===== config.mk =====
export PLATFORM = sky130hd
export DESIGN_NAME = dpf_trace_gen
export DESIGN_NICKNAME = d
export VERILOG_FILES = /design/src/rtl/dpf_pkg.sv /design/src/rtl/dpf_next_state.sv /design/src/rtl/dpf_trace_gen.sv
export SDC_FILE = /design/constraint.sdc
export NUM_CORES = 1
export LEC_CHECK = 0
export CAP_MARGIN = 20
export CORE_ASPECT_RATIO = 0.8
export CORE_MARGIN = 2
export CORE_UTILIZATION = 56
export DETAILED_ROUTE_END_ITERATION = 12
export PLACE_DENSITY = 0.84
export SYNTH_ARGS = -nofsm -noshare
export SYNTH_HDL_FRONTEND = slang
export SYNTH_SLANG_ARGS = --single-unit
export TNS_END_PERCENT = 30

===== constraint.sdc =====
create_clock -name clk -period 2.9 [get_ports clk]
set_input_delay 0.435 -clock clk [delete_from_list [all_inputs] [get_ports clk]]
set_output_delay 0.435 -clock clk [all_outputs]
set_load 0.1 [all_outputs]

===== src/rtl/dpf_pkg.sv =====
// Shared definitions for the dynamic-partition trace generator.
//   dpf_state_t : 8-bit packed system state {m1, m0, b[2:0], a[2:0]} (a in the LSBs)
//   INIT_STATE  : the all-zero initial state; a trace closes when it is reached again
//   dpf_fsm_e   : trace generator FSM encoding
package dpf_pkg;

    typedef struct packed {
        logic       m1;
        logic       m0;
        logic [2:0] b;
        logic [2:0] a;
    } dpf_state_t;

    localparam logic [7:0] INIT_STATE = 8'h00;

    typedef enum logic [1:0] {
        IDLE = 2'd0,
        EMIT = 2'd1,
        DONE = 2'd2
    } dpf_fsm_e;

endpackage


===== src/rtl/dpf_next_state.sv =====
// Combinational transition function of the dynamic-partition system.
//   cur : current packed state
//   nxt : successor state
// The two mode bits form a 4-cycle ring; their XOR selects which counter
// advances, so A and B each step twice per mode period.
module dpf_next_state
    import dpf_pkg::*;
(
    input  logic [7:0] cur,
    output logic [7:0] nxt
);

    dpf_state_t s;
    dpf_state_t n;
    logic       sel;

    always_comb begin
        s     = dpf_state_t'(cur);
        sel   = s.m0 ^ s.m1;
        n     = s;
        n.a   = sel ? s.a : s.a + 3'd1;
        n.b   = sel ? s.b + 3'd1 : s.b;
        n.m0  = ~s.m1;
        n.m1  = s.m0;
        nxt   = n;
    end

endmodule


===== src/rtl/dpf_trace_gen.sv =====
// Sequential trace generator: walks the transition function from INIT_STATE
// and streams (current, next) pairs over a valid/ready interface.
//   clk, rst      : clock, synchronous active-high reset
//   start         : begins a trace from IDLE or DONE (ignored while emitting)
//   max_steps     : beat limit latched on start, 0 = stop on fixpoint only
//   out_valid/out_ready, out_cur, out_nxt : pair stream
//   step_count    : accepted beats in the current trace
//   busy, done    : FSM in EMIT / in DONE
//   fixpoint_hit  : in DONE, the trace closed by returning to INIT_STATE
module dpf_trace_gen
    import dpf_pkg::*;
#(
    parameter int         CNT_W      = 8,
    parameter logic [7:0] INIT_STATE = dpf_pkg::INIT_STATE
) (
    input  logic             clk,
    input  logic             rst,
    input  logic             start,
    input  logic [CNT_W-1:0] max_steps,
    output logic             out_valid,
    input  logic             out_ready,
    output logic [7:0]       out_cur,
    output logic [7:0]       out_nxt,
    output logic [CNT_W-1:0] step_count,
    output logic             busy,
    output logic             done,
    output logic             fixpoint_hit
);

    dpf_fsm_e         state_q, state_d;
    logic [7:0]       cur_q, cur_d;
    logic [CNT_W-1:0] step_q, step_d;
    logic [CNT_W-1:0] max_q, max_d;
    logic             fix_q, fix_d;
    // Last accepted pair, presented on the outputs outside EMIT so DONE
    // holds the final beat rather than the advanced cur register.
    logic [7:0]       last_cur_q, last_cur_d;
    logic [7:0]       last_nxt_q, last_nxt_d;

    logic [7:0]       nxt;
    logic [CNT_W-1:0] step_inc;

    dpf_next_state u_next (
        .cur (cur_q),
        .nxt (nxt)
    );

    assign step_inc = step_q + CNT_W'(1);

    always_ff @(posedge clk) begin
        if (rst) begin
            state_q    <= IDLE;
            cur_q      <= 8'h00;
            step_q     <= '0;
            max_q      <= '0;
            fix_q      <= 1'b0;
            last_cur_q <= 8'h00;
            last_nxt_q <= 8'h00;
        end else begin
            state_q    <= state_d;
            cur_q      <= cur_d;
            step_q     <= step_d;
            max_q      <= max_d;
            fix_q      <= fix_d;
            last_cur_q <= last_cur_d;
            last_nxt_q <= last_nxt_d;
        end
    end

    always_comb begin
        state_d    = state_q;
        cur_d      = cur_q;
        step_d     = step_q;
        max_d      = max_q;
        fix_d      = fix_q;
        last_cur_d = last_cur_q;
        last_nxt_d = last_nxt_q;
        unique case (state_q)
            IDLE, DONE: begin
                if (start) begin
                    cur_d   = INIT_STATE;
                    step_d  = '0;
                    max_d   = max_steps;
                    fix_d   = 1'b0;
                    state_d = EMIT;
                end
            end
            EMIT: begin
                if (out_ready) begin
                    step_d     = step_inc;
                    cur_d      = nxt;
                    last_cur_d = cur_q;
                    last_nxt_d = nxt;
                    // Fixpoint is tested first so it wins over a limit
                    // reached on the same beat.
                    if (nxt == INIT_STATE) begin
                        fix_d   = 1'b1;
                        state_d = DONE;
                    end else if (max_q != '0 && step_inc == max_q) begin
                        fix_d   = 1'b0;
                        state_d = DONE;
                    end
                end
            end
            default: state_d = IDLE;
        endcase
    end

    always_comb begin
        out_valid    = (state_q == EMIT);
        busy         = (state_q == EMIT);
        done         = (state_q == DONE);
        fixpoint_hit = fix_q;
        step_count   = step_q;
        out_cur      = (state_q == EMIT) ? cur_q : last_cur_q;
        out_nxt      = (state_q == EMIT) ? nxt   : last_nxt_q;
    end

endmodule


# Word-level counts from Yosys, hierarchy flattened
# Cells that the tools add are included.
# W data, S select, Z words.
[word_totals]
reg_bits = 43
in_bits = 12
output_inout_bits = 28
wordCells = 48
[classes]
addsub = 3
eq_ne = 6
mux = 19
n_bitwise = 2
n_reduce_logical = 11
[ops]
columns = ["op", "n"]
rows = [
  ["$mux W8", 5],
  ["$pmux W8 S2", 2],
  ["$add A8 B1 Y8 const B", 1],
  ["$eq A8 B8 Y1", 1],
  ["$logic_not A8 Y1", 1],
  ["$mux W2", 4],
  ["$reduce_bool A8 Y1", 1],
  ["$add A3 B1 Y3 const B", 2],
  ["$mux W3", 2],
  ["$reduce_and A3 Y1", 2],
  ["$mux W1", 4],
  ["$ne A2 B2 Y1 const B", 2],
  ["$pmux W2 S2", 1],
  ["$reduce_and A2 Y1", 2],
  ["$reduce_and A4 Y1", 1],
  ["$ne A3 B1 Y1 const B", 1],
  ["$eq A2 B1 Y1 const B", 1],
  ["$eq A2 B2 Y1 const B", 1],
  ["$logic_not A2 Y1", 1],
  ["$pmux W1 S2", 1],
  ["$reduce_bool A2 Y1", 1],
  ["$reduce_or A2 Y1", 1],
  ["$logic_and A1 B1 Y1", 1],
  ["$not A1 Y1", 1],
  ["$xor A1 B1 Y1", 1],
]

# Logic depth before layout (Yosys ltp)
# Gate-level depths: netlist (run 1).
[depth]
word_depth = 7
ltp_mapped = 10

# Hierarchy
# A second synthesis (run 1) with hierarchy kept.
[hier_totals]
cells_unflattened = 275
hier_area_um2 = 2232.1
[by_module_without_submodules]
columns = ["mod", "n_inst", "cells_per_inst", "area_each_um2"]
rows = [
  ["dpf_trace_gen", 1, 257, 2105.8],
  ["dpf_next_state", 1, 18, 126.4],
]

# Least setup slack after synthesis (run 1)
# No wires, ideal clock.
[synth_path]
kind = "register to output"
start = "reg state_q[1]"
end = "out out_nxt[7]"
t_arrival_ns = 3.554
required_ns = 2.465
setup_slack_ns = -1.089
path_stages_with_launch = 6
cell_sequence = "dfxtp_1 nand2b_1 clkbuf_1 clkbuf_1 o21ai_0 buf_4"
[synth_via]
elab_chain_cells = 2
[synth_lines]
columns = ["element", "line", "text"]
rows = [
  ["start: declaration", "dpf_trace_gen.sv:30", "dpf_fsm_e state_q, state_d;"],
  ["start signal: assignment", "dpf_trace_gen.sv:60", "state_q <= state_d;"],
  ["$eq A2 B1 Y1", "dpf_trace_gen.sv:116", "out_nxt = (state_q == EMIT) ? nxt : last_nxt_q;"],
  ["$mux W8", "dpf_trace_gen.sv:116", ""],
  ["end: declaration", "dpf_trace_gen.sv:23", "output logic [7:0] out_nxt,"],
]
# No other way between the ends.

# Worst setup path in the final report (run 1)
[layout_path]
start = "reg cur_q[6]"
end = "out out_nxt[5]"
[layout_via]
elab_chain_cells = 3
[layout_lines]
columns = ["element", "line", "text"]
rows = [
  ["start: declaration", "dpf_trace_gen.sv:31", "logic [7:0] cur_q, cur_d;"],
  ["start signal: assignment", "dpf_trace_gen.sv:61", "cur_q <= cur_d;"],
  ["$xor A1 B1 Y1", "dpf_next_state.sv:19", "sel = s.m0 ^ s.m1;"],
  ["$mux W3", "dpf_next_state.sv:22", "n.b = sel ? s.b + 3'd1 : s.b;"],
  ["$mux W8", "dpf_trace_gen.sv:116", ""],
]
# No other way between the ends.

==> flow_summary_export.csv, run 1 <==
group,metric,value,unit
logic_synthesis,synthTopCellsByArea,"dfxtp_1 (38%), nand2_1 (12%), a21oi_1 (9.2%)",
power_and_ir_drop,ir_drop,420,µV
logic_synthesis,syn_area,0.00224,mm²
routing,firstDrtPassIters,5,
routing,initialDrtViolationCount,192,
clock_network,postCtsSetupRepairBufs,0,
clock_network,cts_buffer_depth,2,
worst_setup_path,reg2reg_depth,8,
worst_setup_path,regToRegSetupSlack,0.49,ns
clock_network,insertion_delay,0.30,ns
clock_network,cts_sinks,42,
cells_and_area,layout_common_cells,"nand2_1 (69), dfxtp_1 (42), a21oi_1 (41), nor2_1 (32), buf_4 (19)",
routing,drcViolationCount,0,
logic_synthesis,synth_nets,323,
timing,setup_tns,0,ns
logic_synthesis,synth-seq-cells,42,
global_routing,grt_pass1_vias,2021,
worst_setup_path,r2r-end,"fixpoint_hit",
timing,slew_viol_final,0,
clock_network,postCtsHoldBufs,0,
worst_setup_path,cp.arrival,2.19,ns
power_and_ir_drop,power_density,665,mW/mm²
timing,worst_pin_slew,0.558,ns
cells_and_area,layout_commonest_cell,"nand2_1",
logic_synthesis,async_flop_share,0,%
worst_setup_path,start_kind,"register",
timing,rsz0062_at_grt,"false",
routing,wl_per_cell,14.9,µm
timing,period_minus_slack,2.62,ns
worst_setup_path,critical_path_class,"reg -> out",
logic_synthesis,ys.flop_type,"dfxtp_1",
timing,clock-skew-final,0.00738,ns
global_routing,grt_antenna_before_repair,0,
routing,routed_wl,5810,µm
routing,routed_via_density,5.69,
floorplan,die_h,60.6,µm
clock_network,post_cts_resized,0,
timing,slew_headroom,62.8,%
logic_synthesis,ys_seq_area_share,37.5,%
timing,max_freq,0.381,GHz
worst_setup_path,r2r-start,"cur_q[6]",
logic_synthesis,netlist_instances,307,
global_routing,grt_pass1_wl,9630,µm
outcome,status,"complete, no violations",
floorplan,die_w,74.7,µm
routing,vias,2213,
logic_synthesis,yosys.area.top_type,"dfxtp_1",
timing,hold_viol,0,
floorplan,io_pins,40,
routing,ant_nets,0,
clock_network,clockRootBuffer,"clkbuf_8",
logic_synthesis,synth_top_area_share,37.5,%
power_and_ir_drop,p_leak,1.12,nW
global_routing,grt_usage,28.1,%
clock_network,path_clk_slew,0.08,ns
run,cap_viol_max_count,0,
logic_synthesis,yosys_warnings,0,
floorplan,core_area,0.00383,mm²
placement,portBuffers,39,
timing,setup_viol,0,
min_path,hp-class,"reg -> reg",
logic_synthesis,synth-edff-count,0,
worst_setup_path,endpoint_kind,"primary output",
logic_synthesis,avgSynthCellArea,7.30,µm²
worst_setup_path,critPathLaunch,"cur_q[6]",
cells_and_area,diodes,0,
placement,dpl.hpwl,3770,µm
worst_setup_path,cp-endpoint,"out_nxt[5]",
floorplan,rows,20,
clock_network,htreeDepth,2,
clock_network,cts_tree,"built",
floorplan,initial_utilization,58.5,%
global_routing,globalRouteOverflowTotal,0,
power_and_ir_drop,p_total,1.94,mW
global_routing,grt_max_degree,35,
placement,gp_congestion,0.840,
clock_network,numCtsBuffers,5,
cells_and_area,drive_gt1_share,15.6,%
cells_and_area,fin_nets,349,
worst_setup_path,crit_required,2.47,ns
timing,post-route-period-util,90.5,%
floorplan,fp.dieArea,0.00453,mm²
cells_and_area,area_growth,30.5,%
logic_synthesis,synthDistinctLibCells,41,
worst_setup_path,cp_max_fo,17,
-- power breakdown --
group / switching [mW] / internal [mW]
clock: 0.208 / 0.367
sequential: 0.0380 / 0.612
combinational: 0.490 / 0.228
-- kinds of logic (layout without fill, tap and decap cells) --
kind of cell | after synthesis | in the layout | share of synthesized area [%]
flops | 42 | 42 | 37.5
simple gates | 133 | 133 | 26.1
buf+inv | 31 | 58 | 6.09
fa+ha+maj | 4 | 4 | 2.23
compound gates | 83 | 83 | 22.4
xor+xnor | 12 | 12 | 4.69
mux | 2 | 2 | 0.893
-- critical path, cell delays in order, from the launching register on --
cell     delay, ns
dfxtp_1       0.36
inv_1         0.07
ha_1          0.64
nor2b_1       0.17
xnor2_1       0.20
o21ai_1       0.23
buf_12        0.21
-- synthesized netlist by cell type, types with 5 or more instances --
master     n
nand2_1   69
dfxtp_1   42
a21oi_1   41
nor2_1    32
o21ai_0   18
clkbuf_1  17
a211oi_1   7
buf_2      7
xnor2_1    7
nor3_1     6
nand2b_1   5
xor2_1     5
-- metal layers --
layer,vias to the layer above,share of wire [%],global-route usage (%)
met5,-,0,0
met1,1005,44,38.7
li1,1094,-,-
met2,100,46,43.4
met3,14,7.7,5.98
met4,0,1.9,11.5
-- state kept, by name, indices dropped and copies added, names as in the netlist --
signal,flops
cur_q,8
last_cur_q,8
max_q,8
step_count,8
last_nxt_q,7
state_q,2
fixpoint_hit,1
-- worst min path at each step --
stage / slack (ns) / depth (start not counted) / endpoint / startpoint
after detailed placement: 0.45 / 2 / last_cur_q[1] / last_cur_q[1]
after global placement: 0.44 / 2 / last_cur_q[0] / last_cur_q[0]
after floorplan: 0.44 / 2 / last_cur_q[0] / last_cur_q[0]
final: 0.46 / 2 / last_cur_q[7] / last_cur_q[7]
after CTS: 0.46 / 2 / last_cur_q[6] / last_cur_q[6]
after global routing: 0.49 / 2 / last_cur_q[6] / last_cur_q[6]
-- stage by stage --
stage / utilization (%) / instances / worst slack (ns) / hold slack (ns) / cell area, µm²
6_report: 76.4 / 389 / 0.277 / 0.463 / 2920
5_1_grt: 76.4 / 389 / 0.168 / 0.490 / 2920
4_1_cts: 76.4 / 389 / 0.303 / 0.464 / 2920
3_5_place_dp: 72.6 / 381 / 0.575 / 0.447 / 2780
3_3_place_gp: 72.6 / 381 / 0.743 / 0.443 / 2780
2_1_floorplan: - / 307 / -0.596 / 0.437 / 2240
-- cell type report --
type | count | area [µm²]
Timing Repair Buffer | 47 | 593
Clock inverter | 2 | 60.1
Sequential cell | 42 | 841
Multi-Input combinational cell | 234 | 1270
Fill cell | 278 | 905
Clock buffer | 6 | 82.6
Tap cell | 55 | 68.8
Inverter | 3 | 11.3
(Power assumes the default switching activity.)
==> run 2, diff against run 1 <==
--- a/config.mk
+++ b/config.mk
@@ -7,10 +7,11 @@
 export LEC_CHECK = 0
 export CAP_MARGIN = 20
 export CORE_ASPECT_RATIO = 0.8
-export CORE_MARGIN = 2
+export CORE_MARGIN = 5
 export CORE_UTILIZATION = 56
 export DETAILED_ROUTE_END_ITERATION = 12
 export PLACE_DENSITY = 0.84
+export REMOVE_ABC_BUFFERS = 1
 export SYNTH_ARGS = -nofsm -noshare
 export SYNTH_HDL_FRONTEND = slang
 export SYNTH_SLANG_ARGS = --single-unit
==> run 2 against run 1 <==
- clock-buffer cell count grew 1
- via count down 0.95%
- worst setup slack got worse by 0.0097 ns
- sequential share of layout area increased by 0.94 points
- worst hold slack got worse by 0.0067 ns
- die area rose by 19%
- critical path type unchanged
- critical endpoint unchanged
==> flow_summary_export.csv, run 2 (synthesis results as in run 1) <==
group,metric,value,unit
clock_network,cts_tree,"built",
clock_network,cts_buffer_depth,2,
clock_network,cts_sinks,42,
routing,top_layer,"met4",
clock_network,postCtsSetupRepairBufs,0,
clock_network,path_clk_slew,0.08,ns
power_and_ir_drop,ir_drop,386,µV
run,cap_viol_max_count,0,
global_routing,grt_antenna_before_repair,0,
worst_setup_path,cp.arrival,2.20,ns
global_routing,grt_max_degree,29,
floorplan,fp.dieArea,0.00537,mm²
timing,period_minus_slack,2.63,ns
routing,routed-wl-met3,450,µm
placement,gp_congestion,0.880,
timing,worst_pin_slew,0.723,ns
routing,wl_per_cell,14.0,µm
worst_setup_path,r2r-start,"cur_q[6]",
timing,post-route-period-util,90.8,%
min_path,min_from,"last_cur_q[5]",
global_routing,grt_pass1_wl,8800,µm
floorplan,io_pins,40,
worst_setup_path,critical_path_class,"reg -> out",
clock_network,insertion_delay,0.30,ns
routing,drt-met1-wl,2390,µm
routing,drcViolationCount,0,
power_and_ir_drop,p_leak,1.08,nW
global_routing,grt_pass1_vias,1914,
placement,portBuffers,39,
routing,vias,2192,
routing,wl_met2,2550,µm
floorplan,rows,20,
outcome,status,"complete, no violations",
cells_and_area,layout_commonest_cell,"nand2_1",
clock_network,htreeDepth,2,
clock_network,numCtsBuffers,5,
cells_and_area,fin_nets,349,
timing,setup_viol,0,
floorplan,core_area,0.00383,mm²
worst_setup_path,endpoint_kind,"primary output",
cells_and_area,diodes,0,
placement,dpl.hpwl,3860,µm
worst_setup_path,start_kind,"register",
timing,rsz0062_at_grt,"false",
worst_setup_path,critPathLaunch,"cur_q[6]",
worst_setup_path,crit_required,2.47,ns
floorplan,initial_utilization,58.5,%
min_path,hp-class,"reg -> reg",
global_routing,grt_usage,21.1,%
timing,slew_headroom,51.6,%
global_routing,globalRouteOverflowTotal,0,
routing,routed_wl,5430,µm
placement,pre_cts_ws,0.440,ns
worst_setup_path,cp_max_fo,17,
routing,initialDrtViolationCount,165,
floorplan,die_h,66.6,µm
power_and_ir_drop,p_total,1.71,mW
timing,setup_tns,0,ns
clock_network,clockRootBuffer,"clkbuf_8",
timing,whs,0.457,ns
timing,clock-skew-final,0.00533,ns
timing,slew_viol_final,0,
timing,hold_viol,0,
routing,routed_via_density,5.65,
timing,max_freq,0.380,GHz
routing,firstDrtPassIters,4,
power_and_ir_drop,power_density,603,mW/mm²
routing,ant_nets,0,
cells_and_area,layout_common_cells,"nand2_1 (69), dfxtp_1 (42), a21oi_1 (41), nor2_1 (32), buf_4 (21)",
floorplan,die_w,80.7,µm
timing,setup_slack,0.267,ns
cells_and_area,area_growth,26.4,%
cells_and_area,drive_gt1_share,14.7,%
-- run 2: worst paths after layout --
| path | endpoint | cells past startpoint | slack, ns |
|---|---|---|---|
| min | last_cur_q[5] | 2 | 0.46 |
| max | out_nxt[5] | 6 | 0.27 |
| min reg2reg | last_cur_q[5] | 2 | 0.46 |
| max reg2reg | fixpoint_hit | 8 | 0.67 |
-- run 2: where the power goes --
| group | leakage (nW) | switching (mW) | internal [mW] |
|---|---|---|---|
| Clock | 0.0383 | 0.194 | 0.166 |
| Sequential | 0.341 | 0.0368 | 0.612 |
| Combinational | 0.697 | 0.480 | 0.218 |
-- run 2: layout make-up --
cell class / count / area (µm²)
clock buffers: 7 / 76.3
fillers: 288 / 997
inverters: 3 / 11.3
multi-input cells: 234 / 1270
flip-flops and latches: 42 / 841
well taps: 55 / 68.8
repair buffers: 47 / 568
-- run 2: through the flow --
| stage | instance area, µm² | utilization [%] | std cells |
|---|---|---|---|
| after floorplan | 2120 | - | 279 |
| final | 2830 | 74.0 | 388 |
| after CTS | 2830 | 73.9 | 388 |
| after global routing | 2830 | 74.0 | 388 |
| after global placement | 2750 | 71.9 | 381 |
| after detailed placement | 2750 | 71.9 | 381 |
-- run 2: layer usage --
metal | track usage, % | vias to the layer above
li1 | - | 1090
met1 | 27.2 | 1018
met2 | 35.1 | 79
met3 | 3.92 | 5
met4 | 7.59 | 0
met5 | 0 | -
-- run 2: critical path: stages, from the launching register on --
cell and delay [ns]:
dfxtp_1 0.36, inv_1 0.07, ha_2 0.51, nor2b_1 0.14, xnor2_1 0.19, o21ai_0 0.39
buf_12 0.23
-- run 2: timing repair --
item / in CTS / in global routing
hold buffers: 0 / 0
resized for setup: 0 / 1
endpoints found under the setup margin: 0 / 2
==> run 3, diff against run 2 <==
--- a/config.mk
+++ b/config.mk
@@ -6,11 +6,13 @@
 export NUM_CORES = 1
 export LEC_CHECK = 0
 export CAP_MARGIN = 20
+export CELL_PAD_IN_SITES_DETAIL_PLACEMENT = 1
+export CELL_PAD_IN_SITES_GLOBAL_PLACEMENT = 2
 export CORE_ASPECT_RATIO = 0.8
 export CORE_MARGIN = 5
-export CORE_UTILIZATION = 56
+export CORE_UTILIZATION = 31
 export DETAILED_ROUTE_END_ITERATION = 12
-export PLACE_DENSITY = 0.84
+export PLACE_DENSITY_LB_ADDON = 0.1
 export REMOVE_ABC_BUFFERS = 1
 export SYNTH_ARGS = -nofsm -noshare
 export SYNTH_HDL_FRONTEND = slang
==> run 3 against run 2 <==
- critical path depth increased by 1
- design area increased by 4.5%
- worst setup slack improved by 0.078 ns
- core utilization decreased by 31 points
==> flow_summary_export.csv, run 3 (synthesis results as in run 1) <==
group,metric,value,unit
routing,vias,2133,
worst_setup_path,critical_path_class,"reg -> out",
timing,setup_tns,0,ns
worst_setup_path,crit_required,2.47,ns
cells_and_area,diodes,0,
timing,worst_pin_slew,0.730,ns
global_routing,grt_usage,14.6,%
floorplan,die_h,86.0,µm
clock_network,insertion_delay,0.30,ns
min_path,hp-class,"reg -> reg",
timing,max_freq,0.391,GHz
timing,clock-skew-final,0.00796,ns
placement,dpl.hpwl,4440,µm
clock_network,postCtsHoldBufs,0,
floorplan,core_area,0.00696,mm²
worst_setup_path,cp.arrival,2.12,ns
floorplan,fp.dieArea,0.00904,mm²
floorplan,rows,27,
power_and_ir_drop,p_leak,1.12,nW
floorplan,die_w,105,µm
routing,routed_via_density,5.05,
cells_and_area,layout_common_cells,"nand2_1 (69), dfxtp_1 (42), a21oi_1 (41), nor2_1 (32), buf_12 (19)",
outcome,status,"complete, no violations",
routing,drcViolationCount,0,
cells_and_area,layout_commonest_cell,"nand2_1",
floorplan,io_pins,40,
clock_network,numCtsBuffers,5,
timing,slew_viol_final,0,
routing,initialDrtViolationCount,64,
floorplan,initial_utilization,32.2,%
clock_network,path_clk_slew,0.09,ns
global_routing,grt_max_degree,45,
timing,hold_viol,0,
cells_and_area,fin_nets,350,
clock_network,clockRootBuffer,"clkbuf_8",
clock_network,cts_sinks,42,
clock_network,htreeDepth,2,
routing,wl_per_cell,14.9,µm
placement,portBuffers,39,
timing,setup_viol,0,
global_routing,grt_pass1_wl,10800,µm
cells_and_area,area_growth,32.0,%
timing,rsz0062_at_grt,"false",
timing,period_minus_slack,2.56,ns
timing,slew_headroom,50.8,%
clock_network,cts_buffer_depth,2,
worst_setup_path,cp_max_fo,9,
power_and_ir_drop,power_density,628,mW/mm²
worst_setup_path,start_kind,"register",
cells_and_area,utilization,42.5,%
global_routing,grt_antenna_before_repair,0,
run,cap_viol_max_count,0,
global_routing,grt_pass1_vias,2181,
clock_network,post_cts_resized,0,
cells_and_area,drive_gt1_share,15.5,%
timing,post-route-period-util,88.1,%
global_routing,globalRouteOverflowTotal,0,
routing,routed_wl,6300,µm
cells_and_area,stdcell_area,0.00296,mm²
routing,ant_nets,0,
placement,gp_congestion,0.743,
clock_network,postCtsSetupRepairBufs,0,
power_and_ir_drop,ir_drop,204,µV
routing,firstDrtPassIters,4,
clock_network,cts_tree,"built",
placement,place_area,0.00285,mm²
worst_setup_path,endpoint_kind,"primary output",
[run 3: cell count changes in the layout (fill, tap and decap cells not counted), sizes merged]
cell	change
clkbuf	-2
clkinv	+2
buf	+1
bufinv	+1
[run 3: final cells by class]
| cell class | instances | area, µm² |
|---|---|---|
| Sequential cell | 42 | 841 |
| Timing Repair Buffer | 48 | 626 |
| Fill cell | 832 | 4000 |
| Tap cell | 87 | 109 |
| Clock buffer | 5 | 68.8 |
| Clock inverter | 3 | 40.0 |
| Inverter | 3 | 11.3 |
| Multi-Input combinational cell | 234 | 1260 |
[run 3: worst max-delay path: stages, from the launching register on]
cell     delay, ns
dfxtp_1       0.36
inv_1         0.06
ha_1          0.43
buf_4         0.23
nor2b_1       0.15
a21oi_1       0.08
o21ai_0       0.30
buf_12        0.22
[run 3: final timing paths]
check           startpoint       endpoint  slack, ns  depth (start not counted)
max               cur_q[6]     out_nxt[1]       0.34                          7
min          last_cur_q[0]  last_cur_q[0]       0.46                          2
max reg2reg       cur_q[6]   fixpoint_hit       0.65                          8
min reg2reg  last_cur_q[0]  last_cur_q[0]       0.46                          2
[run 3: report_power, final]
group	internal (mW)	switching (mW)	leakage, nW
logic	0.246	0.496	0.719
clock network	0.254	0.214	0.0579
registers	0.612	0.0373	0.341
total	1.11	0.747	1.12
[run 3: through the flow]
| stage | power (mW) | hold slack (ns) | worst slack [ns] | instances |
|---|---|---|---|---|
| global placement | 1.41 | 0.445 | 0.717 | 414 |
| floorplan | 1.11 | 0.431 | -2.55 | 279 |
| detailed placement | 1.41 | 0.450 | 0.658 | 414 |
| global route | 1.96 | 0.483 | 0.149 | 422 |
| CTS | 1.89 | 0.463 | 0.329 | 422 |
| finish | 1.86 | 0.463 | 0.345 | 422 |
[run 3: per-layer routing]
| metal | vias to the layer above | global-route usage, % | share of wire [%] |
|---|---|---|---|
| li1 | 1089 | - | - |
| met1 | 1003 | 21.2 | 52 |
| met2 | 34 | 21.9 | 43 |
| met3 | 7 | 3.16 | 3.7 |
| met4 | 0 | 3.83 | 0.97 |
| met5 | - | 0 | 0 |
